`src/rtl/shift_seq_ctrl.sv`:
```
// Sequential one-bit-per-cycle shifter (SLL/SRL/SRA, optional ROR) with IDLE/SHIFT/DONE control.
// Optional feature: define SHIFT_ROR_EN to enable rotate-right on op=11; otherwise op=11 is a pass-through.
module shift_seq_ctrl #(
  parameter int unsigned DATA_W  = 16,
  parameter int unsigned SHAMT_W = 4
) (
  input  logic               clk,
  input  logic               rst_n,
  input  logic               start_valid,
  output logic               start_ready,
  input  logic [1:0]         op,
  input  logic [DATA_W-1:0]  a,
  input  logic [SHAMT_W-1:0] shamt,
  input  logic               flush,
  output logic               busy,
  output logic               done,
  output logic [DATA_W-1:0]  result
);

  localparam logic [1:0] OP_SLL = 2'b00;
  localparam logic [1:0] OP_SRL = 2'b01;
  localparam logic [1:0] OP_SRA = 2'b10;
  localparam logic [1:0] OP_ROR = 2'b11;

  typedef enum logic [1:0] {
    IDLE  = 2'b00,
    SHIFT = 2'b01,
    DONE  = 2'b10
  } state_t;

  state_t               state;
  state_t               state_nxt;
  logic                 ready_nxt;
  logic                 busy_nxt;
  logic                 done_nxt;
  logic [1:0]           op_q;
  logic [DATA_W-1:0]    work;
  logic [DATA_W-1:0]    work_shift_c;
  logic [SHAMT_W-1:0]   cnt;
  logic                 accept_c;
  logic                 pass_c;
  logic                 last_c;

  assign accept_c = (state == IDLE) && start_valid && !flush;
  assign last_c   = (state == SHIFT) && (cnt == SHAMT_W'(1));

  // Operations that complete on the accepting edge with result = a.
`ifdef SHIFT_ROR_EN
  assign pass_c = (shamt == '0);
`else
  assign pass_c = (shamt == '0) || (op == OP_ROR);
`endif

  // One-bit step of the captured operation.
  always_comb begin
    work_shift_c = work;
    case (op_q)
      OP_SLL: work_shift_c = {work[DATA_W-2:0], 1'b0};
      OP_SRL: work_shift_c = {1'b0, work[DATA_W-1:1]};
      OP_SRA: work_shift_c = {work[DATA_W-1], work[DATA_W-1:1]};
`ifdef SHIFT_ROR_EN
      OP_ROR: work_shift_c = {work[0], work[DATA_W-1:1]};
`endif
      default: work_shift_c = work;
    endcase
  end

  // State register.
  always_ff @(posedge clk) begin
    if (!rst_n) begin
      state <= IDLE;
    end else begin
      state <= state_nxt;
    end
  end

  // Next-state logic; flush overrides everything except reset.
  always_comb begin
    state_nxt = state;
    if (flush) begin
      state_nxt = IDLE;
    end else begin
      case (state)
        IDLE: begin
          if (start_valid) begin
            state_nxt = pass_c ? DONE : SHIFT;
          end
        end
        SHIFT: begin
          if (last_c) begin
            state_nxt = DONE;
          end
        end
        DONE:    state_nxt = IDLE;
        default: state_nxt = IDLE;
      endcase
    end
  end

  // Output decode from the upcoming state so the status flops line up with the state register.
  always_comb begin
    ready_nxt = 1'b0;
    busy_nxt  = 1'b0;
    done_nxt  = 1'b0;
    case (state_nxt)
      IDLE:    ready_nxt = 1'b1;
      SHIFT:   busy_nxt  = 1'b1;
      DONE: begin
        busy_nxt = 1'b1;
        done_nxt = 1'b1;
      end
      default: ready_nxt = 1'b1;
    endcase
  end

  always_ff @(posedge clk) begin
    if (!rst_n) begin
      start_ready <= 1'b1;
      busy        <= 1'b0;
      done        <= 1'b0;
    end else begin
      start_ready <= ready_nxt;
      busy        <= busy_nxt;
      done        <= done_nxt;
    end
  end

  // Datapath: capture on accept, shift in SHIFT, load result only on DONE entry.
  always_ff @(posedge clk) begin
    if (!rst_n) begin
      op_q   <= 2'b00;
      work   <= '0;
      cnt    <= '0;
      result <= '0;
    end else if (!flush) begin
      if (accept_c) begin
        op_q <= op;
        work <= a;
        cnt  <= shamt;
        if (pass_c) begin
          result <= a;
        end
      end else if (state == SHIFT) begin
        work <= work_shift_c;
        cnt  <= cnt - SHAMT_W'(1);
        if (last_c) begin
          result <= work_shift_c;
        end
      end
    end
  end

endmodule

```
`config.mk`:
```
export PLATFORM = sky130hd
export DESIGN_NAME = shift_seq_ctrl
export DESIGN_NICKNAME = d
export VERILOG_FILES = /design/src/rtl/shift_seq_ctrl.sv
export SDC_FILE = /design/constraint.sdc
export NUM_CORES = 1
export LEC_CHECK = 0
export ABC_CLOCK_PERIOD_IN_PS = 3500
export CORE_MARGIN = 10
export CORE_UTILIZATION = 55
export CTS_CLUSTER_DIAMETER = 30
export CTS_CLUSTER_SIZE = 30
export DETAILED_ROUTE_END_ITERATION = 10
export MAX_ROUTING_LAYER = met4
export PLACE_DENSITY = 0.84
export SLEW_MARGIN = 15
export SYNTH_ARGS = -nofsm -noshare
export SYNTH_HDL_FRONTEND = slang
export SYNTH_SLANG_ARGS = --single-unit
```
`constraint.sdc`:
```
create_clock -name clk -period 3.5 [get_ports clk]
set_input_delay 1.05 -clock clk [delete_from_list [all_inputs] [get_ports clk]]
set_output_delay 1.05 -clock clk [all_outputs]
set_load 0.02 [all_outputs]
```
==> results of run 1 <==
==> cells by family after synthesis <==
logic type                 after synthesis  share of synthesized area (%)
and+or+nand+nor                         58                           14.4
DFF                                     43                           38.7
AOI/OAI and AO/OA                       96                           29.0
muxes                                   15                           6.76
adders and majority gates                3                           1.69
xor gates and xnor gates                 1                          0.394
buffers and inverters                   38                           9.06
==> power by group <==
| group | internal (mW) | switching [mW] | leakage [nW] | total (mW) |
|---|---|---|---|---|
| clock network | 0.231 | 0.171 | 0.0612 | 0.402 |
| logic | 0.106 | 0.124 | 0.611 | 0.231 |
| registers | 0.516 | 0.0234 | 0.351 | 0.540 |
==> metrics by stage <==
step           power, mW  worst slack (ns)  instance area, sq um  utilization [%]  hold WS, ns
6_report            1.17             0.876                  2770             70.1        0.466
5_1_grt             1.23             0.816                  2770             70.1        0.507
4_1_cts             1.18             0.892                  2770             70.1        0.471
3_5_place_dp       0.776             0.571                  2650             67.2        0.452
3_3_place_gp       0.770             0.608                  2650             67.2        0.449
2_1_floorplan      0.695             0.842                  2220                -        0.450
==> worst reg2reg max path, stage by stage, from the launching register on <==
cell	delay [ns]
dfxtp_1	0.63
xor2_1	0.80
a222oi_1	0.25
mux2i_1	0.30
a211oi_1	0.12
==> sequential cells by signal (all words and copies together) (netlist names) <==
register / flops
start_ready: 1
cnt: 4
result: 16
busy: 1
work: 16
state: 2
op_q: 2
done: 1
==> cell type report <==
cell class | instances | area, sq um | area share [%]
multi-input cells | 173 | 1160 | 41.9
flip-flops and latches | 43 | 861 | 31.1
repair buffers | 53 | 508 | 18.4
clock buffers | 6 | 82.6 | 2.99
well taps | 50 | 62.6 | 2.26
inverters | 15 | 56.3 | 2.04
clock inverters | 2 | 35.0 | 1.27
==> layer usage <==
metal	wire [um]	track usage, %
met5	0	-
met3	419	5.37
met2	2890	26.6
met1	2560	18.7
met4	57	6.09
==> synthesized netlist by cell type <==
cell type  instances
o21ai_1            1
and2_1             4
nor4b_2            1
clkinv_1           1
ha_1               3
o221ai_1           5
dfxtp_1           43
or3_1              3
nor2_1             6
o21ai_0           30
nand2_1           13
nand3_1            4
and3_1             1
or4_4              1
mux2i_1           15
nor3_1            19
a21oi_1           20
and3b_1            2
a2111oi_0          2
buf_8              1
o211ai_1           6
a31o_2             1
o32ai_1            1
a221oi_1           3
a221o_1            2
clkbuf_1           9
a211oi_1          12
buf_6              5
a21oi_4            1
a222oi_1           9
inv_1             14
buf_2              8
and2_4             2
xor2_1             1
nor3b_1            1
nand2b_4           1
o21a_1             3
==> how the worst max path moves through the flow <==
stage,to,slack (ns)
floorplan,start_ready$_SDFF_PN1_,0.84
global placement,start_ready$_SDFF_PN1_,0.61
detailed placement,start_ready$_SDFF_PN1_,0.57
CTS,start_ready$_SDFF_PN1_,0.89
global route,start_ready$_SDFF_PN1_,0.82
finish,start_ready$_SDFF_PN1_,0.88
==> placed cells by master, fill, tap and decap left out, drive strengths merged <==
cell,count
clkdlybuf4s50,44
dfxtp,43
o21ai,31
a21oi,21
nor3,19
mux2i,15
inv,14
nand2,13
a211oi,12
a222oi,9
buf,9
nor2,6
o211ai,6
clkbuf,6
and2,6
o221ai,5
nand3,4
o21a,3
or3,3
a221oi,3
ha,3
a221o,2
and3b,2
a2111oi,2
clkinv,2
and3,1
or4,1
nand2b,1
a31o,1
xor2,1
nor4b,1
o32ai,1
nor3b,1
bufinv,1
==> impl_metrics.py, run 1 <==
metrics = {
    "clock_network": {
        "cts_tree": "built",
        "numCtsBuffers": 5,
        "cts_setup_buffers": 0,
        "clkSinkCount": 43,
        "cts_buffer_depth": 2,
        "cts_root_buffer": "clkbuf_8",
        "postCtsHoldBufs": 0,
        "ctsResizeCount": 0,
        "clk_latency_ns": 0.30,
        "cts_max_level": 2,
        "clk_pin_slew_ns": 0.08,
    },
    "pwr": {
        "p_per_area_nw_per_um2": 424,
        "irDropWorstVdd_mv": 0.287,
        "power_leakage_nw": 1.02,
    },
    "critical_path": {
        "worst_path_largest_cell_delay_ns": 0.56,
        "endpoint_kind": "register",
        "start_kind": "input pin",
        "cp.depth": 7,
        "startpoint": "shamt[0]",
        "cp_max_fo": 2,
        "cp_cell_sequence": "clkdlybuf4s50_1, or4_4, a31o_2, nand3_1, ha_1, nor2_1, inv_1",
        "r2r_start": "op_q[1]$_SDFFE_PN0P_",
        "r2r_slack_ns": 1.28,
        "rr_endpoint": "result[12]$_SDFFE_PN0P_",
        "worstPathRequired_ns": 3.70,
        "rr_worst_depth": 4,
        "criticalPathCategory": "input pin to register",
        "cp_top_family": "simple AND/OR/NAND/NOR gates",
        "cp_slowest_cell": "or4_4",
        "crit_buf_inv": 2,
        "crit_arrival_ns": 2.82,
    },
    "sta": {
        "final_max_slew_viol_count": 0,
        "rsz0062_at_grt": "false",
        "finalHoldViolCount": 0,
        "max_slew_margin_pct": 36.1,
        "skew_ns": 0.00538,
        "fin_crit_sh_pct": 75.0,
        "setup_viol_count_final": 0,
        "period_needed_ns": 2.62,
        "worst-slew-pin-transition_ns": 0.955,
        "max_freq_ghz": 0.381,
        "setup_tns_ns": 0,
    },
    "synth": {
        "yosysSeqAreaShare_pct": 38.7,
        "ys_ff_latch": 43,
        "synthCells": 254,
        "synth_fp_nets": 283,
        "syn-cell-area_sq_um": 2220,
        "ys_warn_count": 0,
        "synthesis.area_per_instance_sq_um": 8.75,
        "ys_top_cells_by_area": "dfxtp_1 (39%), mux2i_1 (6.8%), o21ai_0 (6.8%)",
        "yosysTopAreaCell": "dfxtp_1",
        "ys_types": 37,
        "synth_top_area_share_pct": 38.7,
    },
    "cells_and_area": {
        "area_delta_synth_final_pct": 24.4,
        "insertedDiodeCount": 0,
        "fill_cells": 327,
        "layout.nets": 320,
        "drive_gt1_share_pct": 8.22,
        "stdcell_count": 342,
    },
    "routing": {
        "drc": 0,
        "via_per_inst": 6.22,
        "drtIter0Drc": 273,
        "first_pass_iters": 6,
        "routed_wl_mm": 5.93,
        "ant_nets": 0,
        "wl_per_cell_um": 17.3,
        "vias": 2127,
    },
    "worst_hold_path": {
        "holdPathEnd": "result[0]$_SDFFE_PN0P_",
        "min_path_type": "register to register",
        "hold_depth": 2,
        "hold_start": "result[0]$_SDFFE_PN0P_",
    },
    "place": {
        "place.gp.congestion": 0.830,
        "portBuffers": 44,
        "dpl.cell_count": 334,
        "hpwlAfterDp_mm": 4.10,
    },
    "floorplan": {
        "dieArea_sq_um": 6980,
        "rows": 23,
        "die_h_um": 83.6,
        "io_pins": 45,
        "die_x_um": 83.6,
        "placeableCoreArea_sq_um": 3940,
        "start_util_pct": 56.4,
    },
    "global_routing": {
        "grt_pass1_wl_mm": 9.64,
        "antenna_found_initial": 0,
        "grt_pass1_vias": 2053,
        "grtUsageTotal_pct": 16.5,
        "grt_overflow": 0,
        "grt_max_degree": 38,
    },
    "flow_run": {
        "drv_cap": 0,
    },
    "run_status": {
        "outcome": "finished clean",
    },
}
No activity file was read; power rests on OpenSTA's default activity.
==> run 2: changes to the inputs <==
--- a/config.mk
+++ b/config.mk
@@ -5,14 +5,14 @@
 export SDC_FILE = /design/constraint.sdc
 export NUM_CORES = 1
 export LEC_CHECK = 0
-export ABC_CLOCK_PERIOD_IN_PS = 3500
+export ABC_CLOCK_PERIOD_IN_PS = 2300
 export CORE_MARGIN = 10
-export CORE_UTILIZATION = 55
+export CORE_UTILIZATION = 46
 export CTS_CLUSTER_DIAMETER = 30
 export CTS_CLUSTER_SIZE = 30
 export DETAILED_ROUTE_END_ITERATION = 10
 export MAX_ROUTING_LAYER = met4
-export PLACE_DENSITY = 0.84
+export PLACE_DENSITY = 0.75
 export SLEW_MARGIN = 15
 export SYNTH_ARGS = -nofsm -noshare
 export SYNTH_HDL_FRONTEND = slang
==> constraint.sdc (replaced) <==
create_clock -name clk -period 2.3 [get_ports clk]
set_input_delay 0.69 -clock clk [delete_from_list [all_inputs] [get_ports clk]]
set_output_delay 0.69 -clock clk [all_outputs]
set_load 0.02 [all_outputs]
==> impl_metrics.py, run 2 (synthesized netlist as in run 1, its figures left out) <==
metrics = {
    "pwr": {
        "swShare_pct": 25.7,
        "combPwrFrac_pct": 20.0,
        "power_mw": 1.89,
        "irDropWorstVdd_mv": 0.276,
        "seq_power_share_pct": 43.2,
        "p_per_area_nw_per_um2": 650,
        "power_leakage_nw": 1.10,
        "internal_power_mw": 1.40,
        "power.share.clock_pct": 36.8,
        "p_sw_mw": 0.486,
    },
    "routing": {
        "drtIter0Drc": 240,
        "routed_wl_mm": 5.92,
        "via_per_inst": 5.89,
        "first_pass_iters": 8,
        "ant_nets": 0,
        "vias": 2113,
        "drc": 0,
        "wl_per_cell_um": 16.5,
    },
    "sta": {
        "worst-slew-pin-transition_ns": 0.947,
        "skew_ns": 0.0122,
        "max_slew_margin_pct": 36.7,
        "rsz0062_at_grt": "true",
        "setup_viol_count_final": 0,
        "max_freq_ghz": 0.447,
        "finalHoldViolCount": 0,
        "fin_crit_sh_pct": 97.3,
        "period_needed_ns": 2.24,
        "final_max_slew_viol_count": 0,
    },
    "global_routing": {
        "grtUsageTotal_pct": 16.2,
        "antenna_found_initial": 0,
        "grt_overflow": 0,
        "grt_pass1_wl_mm": 10.0,
        "grt_pass1_vias": 2100,
        "grt_max_degree": 26,
    },
    "critical_path": {
        "worstPathRequired_ns": 2.50,
        "cp_max_fo": 2,
        "crit_arrival_ns": 2.43,
        "endpoint_kind": "register",
        "criticalPathCategory": "input pin to register",
        "start_kind": "input pin",
    },
    "cells_and_area": {
        "postLayoutCellArea_sq_um": 2900,
        "area_delta_synth_final_pct": 30.6,
        "drive_gt1_share_pct": 12.1,
        "postLayoutCoreUtil_pct": 61.8,
        "mostFrequentLayoutCell": "clkdlybuf4s50_1",
        "fill_cells": 421,
        "stdcell_count": 359,
        "insertedDiodeCount": 0,
        "top_regs": "result: 16 flops, work: 16 flops, cnt: 4 flops",
        "layout_common_cells": "clkdlybuf4s50_1 (44), dfxtp_1 (43), o21ai_0 (30)",
        "layout.nets": 333,
    },
    "floorplan": {
        "dieArea_sq_um": 8010,
        "rows": 25,
        "die_x_um": 89.5,
        "io_pins": 45,
        "start_util_pct": 47.4,
        "die_h_um": 89.5,
        "placeableCoreArea_sq_um": 4690,
    },
    "clock_network": {
        "clkSinkCount": 43,
        "cts_max_level": 2,
        "cts_root_buffer": "clkbuf_8",
        "clk_pin_slew_ns": 0.08,
        "numCtsBuffers": 5,
        "cts_buffer_depth": 2,
        "clk_latency_ns": 0.30,
        "cts_tree": "built",
        "cts_setup_buffers": 0,
    },
    "worst_hold_path": {
        "min_path_type": "register to register",
    },
    "place": {
        "hpwlAfterDp_mm": 4.22,
        "placement.cell_area_sq_um": 2760,
        "portBuffers": 44,
        "place.gp.congestion": 0.857,
        "dpl.cell_count": 351,
    },
    "flow_run": {
        "drv_cap": 0,
    },
    "run_status": {
        "outcome": "finished clean",
    },
}
run 2: changes by cell type in the layout (fill, tap and decap cells not counted), sizes merged:
cell	change
buf	+13
bufinv	+1
clkinv	-1
run 2: critical path, stage by stage:
cell,delay (ns)
clkdlybuf4s50_1,0.42
or4_4,0.57
a31o_2,0.24
nand3_1,0.10
ha_1,0.25
nor2_2,0.12
inv_1,0.04
run 2: layout make-up:
type                            instances  area [sq um]  area share [%]
Tap cell                               54          67.6            2.33
Sequential cell                        43           861            29.7
Clock inverter                          2          60.1            2.07
Clock buffer                            6          72.6            2.50
Timing Repair Buffer                   66           622            21.4
Inverter                               15          56.3            1.94
Multi-Input combinational cell        173          1160            40.1
run 2: power groups by stage:
| stage | clock [mW] | combinational (mW) | sequential [mW] |
|---|---|---|---|
| after floorplan | 0 | 0.218 | 0.840 |
| after detailed placement | 0 | 0.371 | 0.831 |
| after CTS | 0.700 | 0.375 | 0.814 |
| after global placement | 0 | 0.366 | 0.830 |
| final | 0.694 | 0.377 | 0.816 |
| after global routing | 0.735 | 0.419 | 0.821 |
run 2: path summary, 6_finish.rpt:
| path | start | end | slack, ns | cells past startpoint |
|---|---|---|---|---|
| max reg2reg | cnt[1]$_SDFFE_PN0P_ | result[0]$_SDFFE_PN0P_ | 0.37 | 6 |
| min | result[0]$_SDFFE_PN0P_ | result[0]$_SDFFE_PN0P_ | 0.47 | 2 |
| max | shamt[0] | start_ready$_SDFF_PN1_ | 0.06 | 7 |
| min reg2reg | result[0]$_SDFFE_PN0P_ | result[0]$_SDFFE_PN0P_ | 0.47 | 2 |
run 2: repair_timing:
| action | 4_1_cts | 5_1_grt |
|---|---|---|
| endpoints found under the setup margin | 0 | 2 |
| resized for setup | 0 | 2 |
| endpoints found under the hold margin | 0 | 0 |
| hold buffers | 0 | 0 |
run 2: routing by layer:
metal	track usage (%)	share of wire (%)
met1	20.1	45
met2	25.9	48
met3	3.01	5.9
met4	5.06	1.0
met5	-	0
run 2: through the flow:
step | setup TNS, ns | setup slack, ns | hold slack [ns]
2_1_floorplan | 0 | 0.00203 | 0.450
3_3_place_gp | -2.37 | -0.224 | 0.450
3_5_place_dp | -3.22 | -0.258 | 0.453
4_1_cts | 0 | 0.0544 | 0.467
5_1_grt | -0.00201 | -0.00201 | 0.493
6_report | 0 | 0.0630 | 0.465
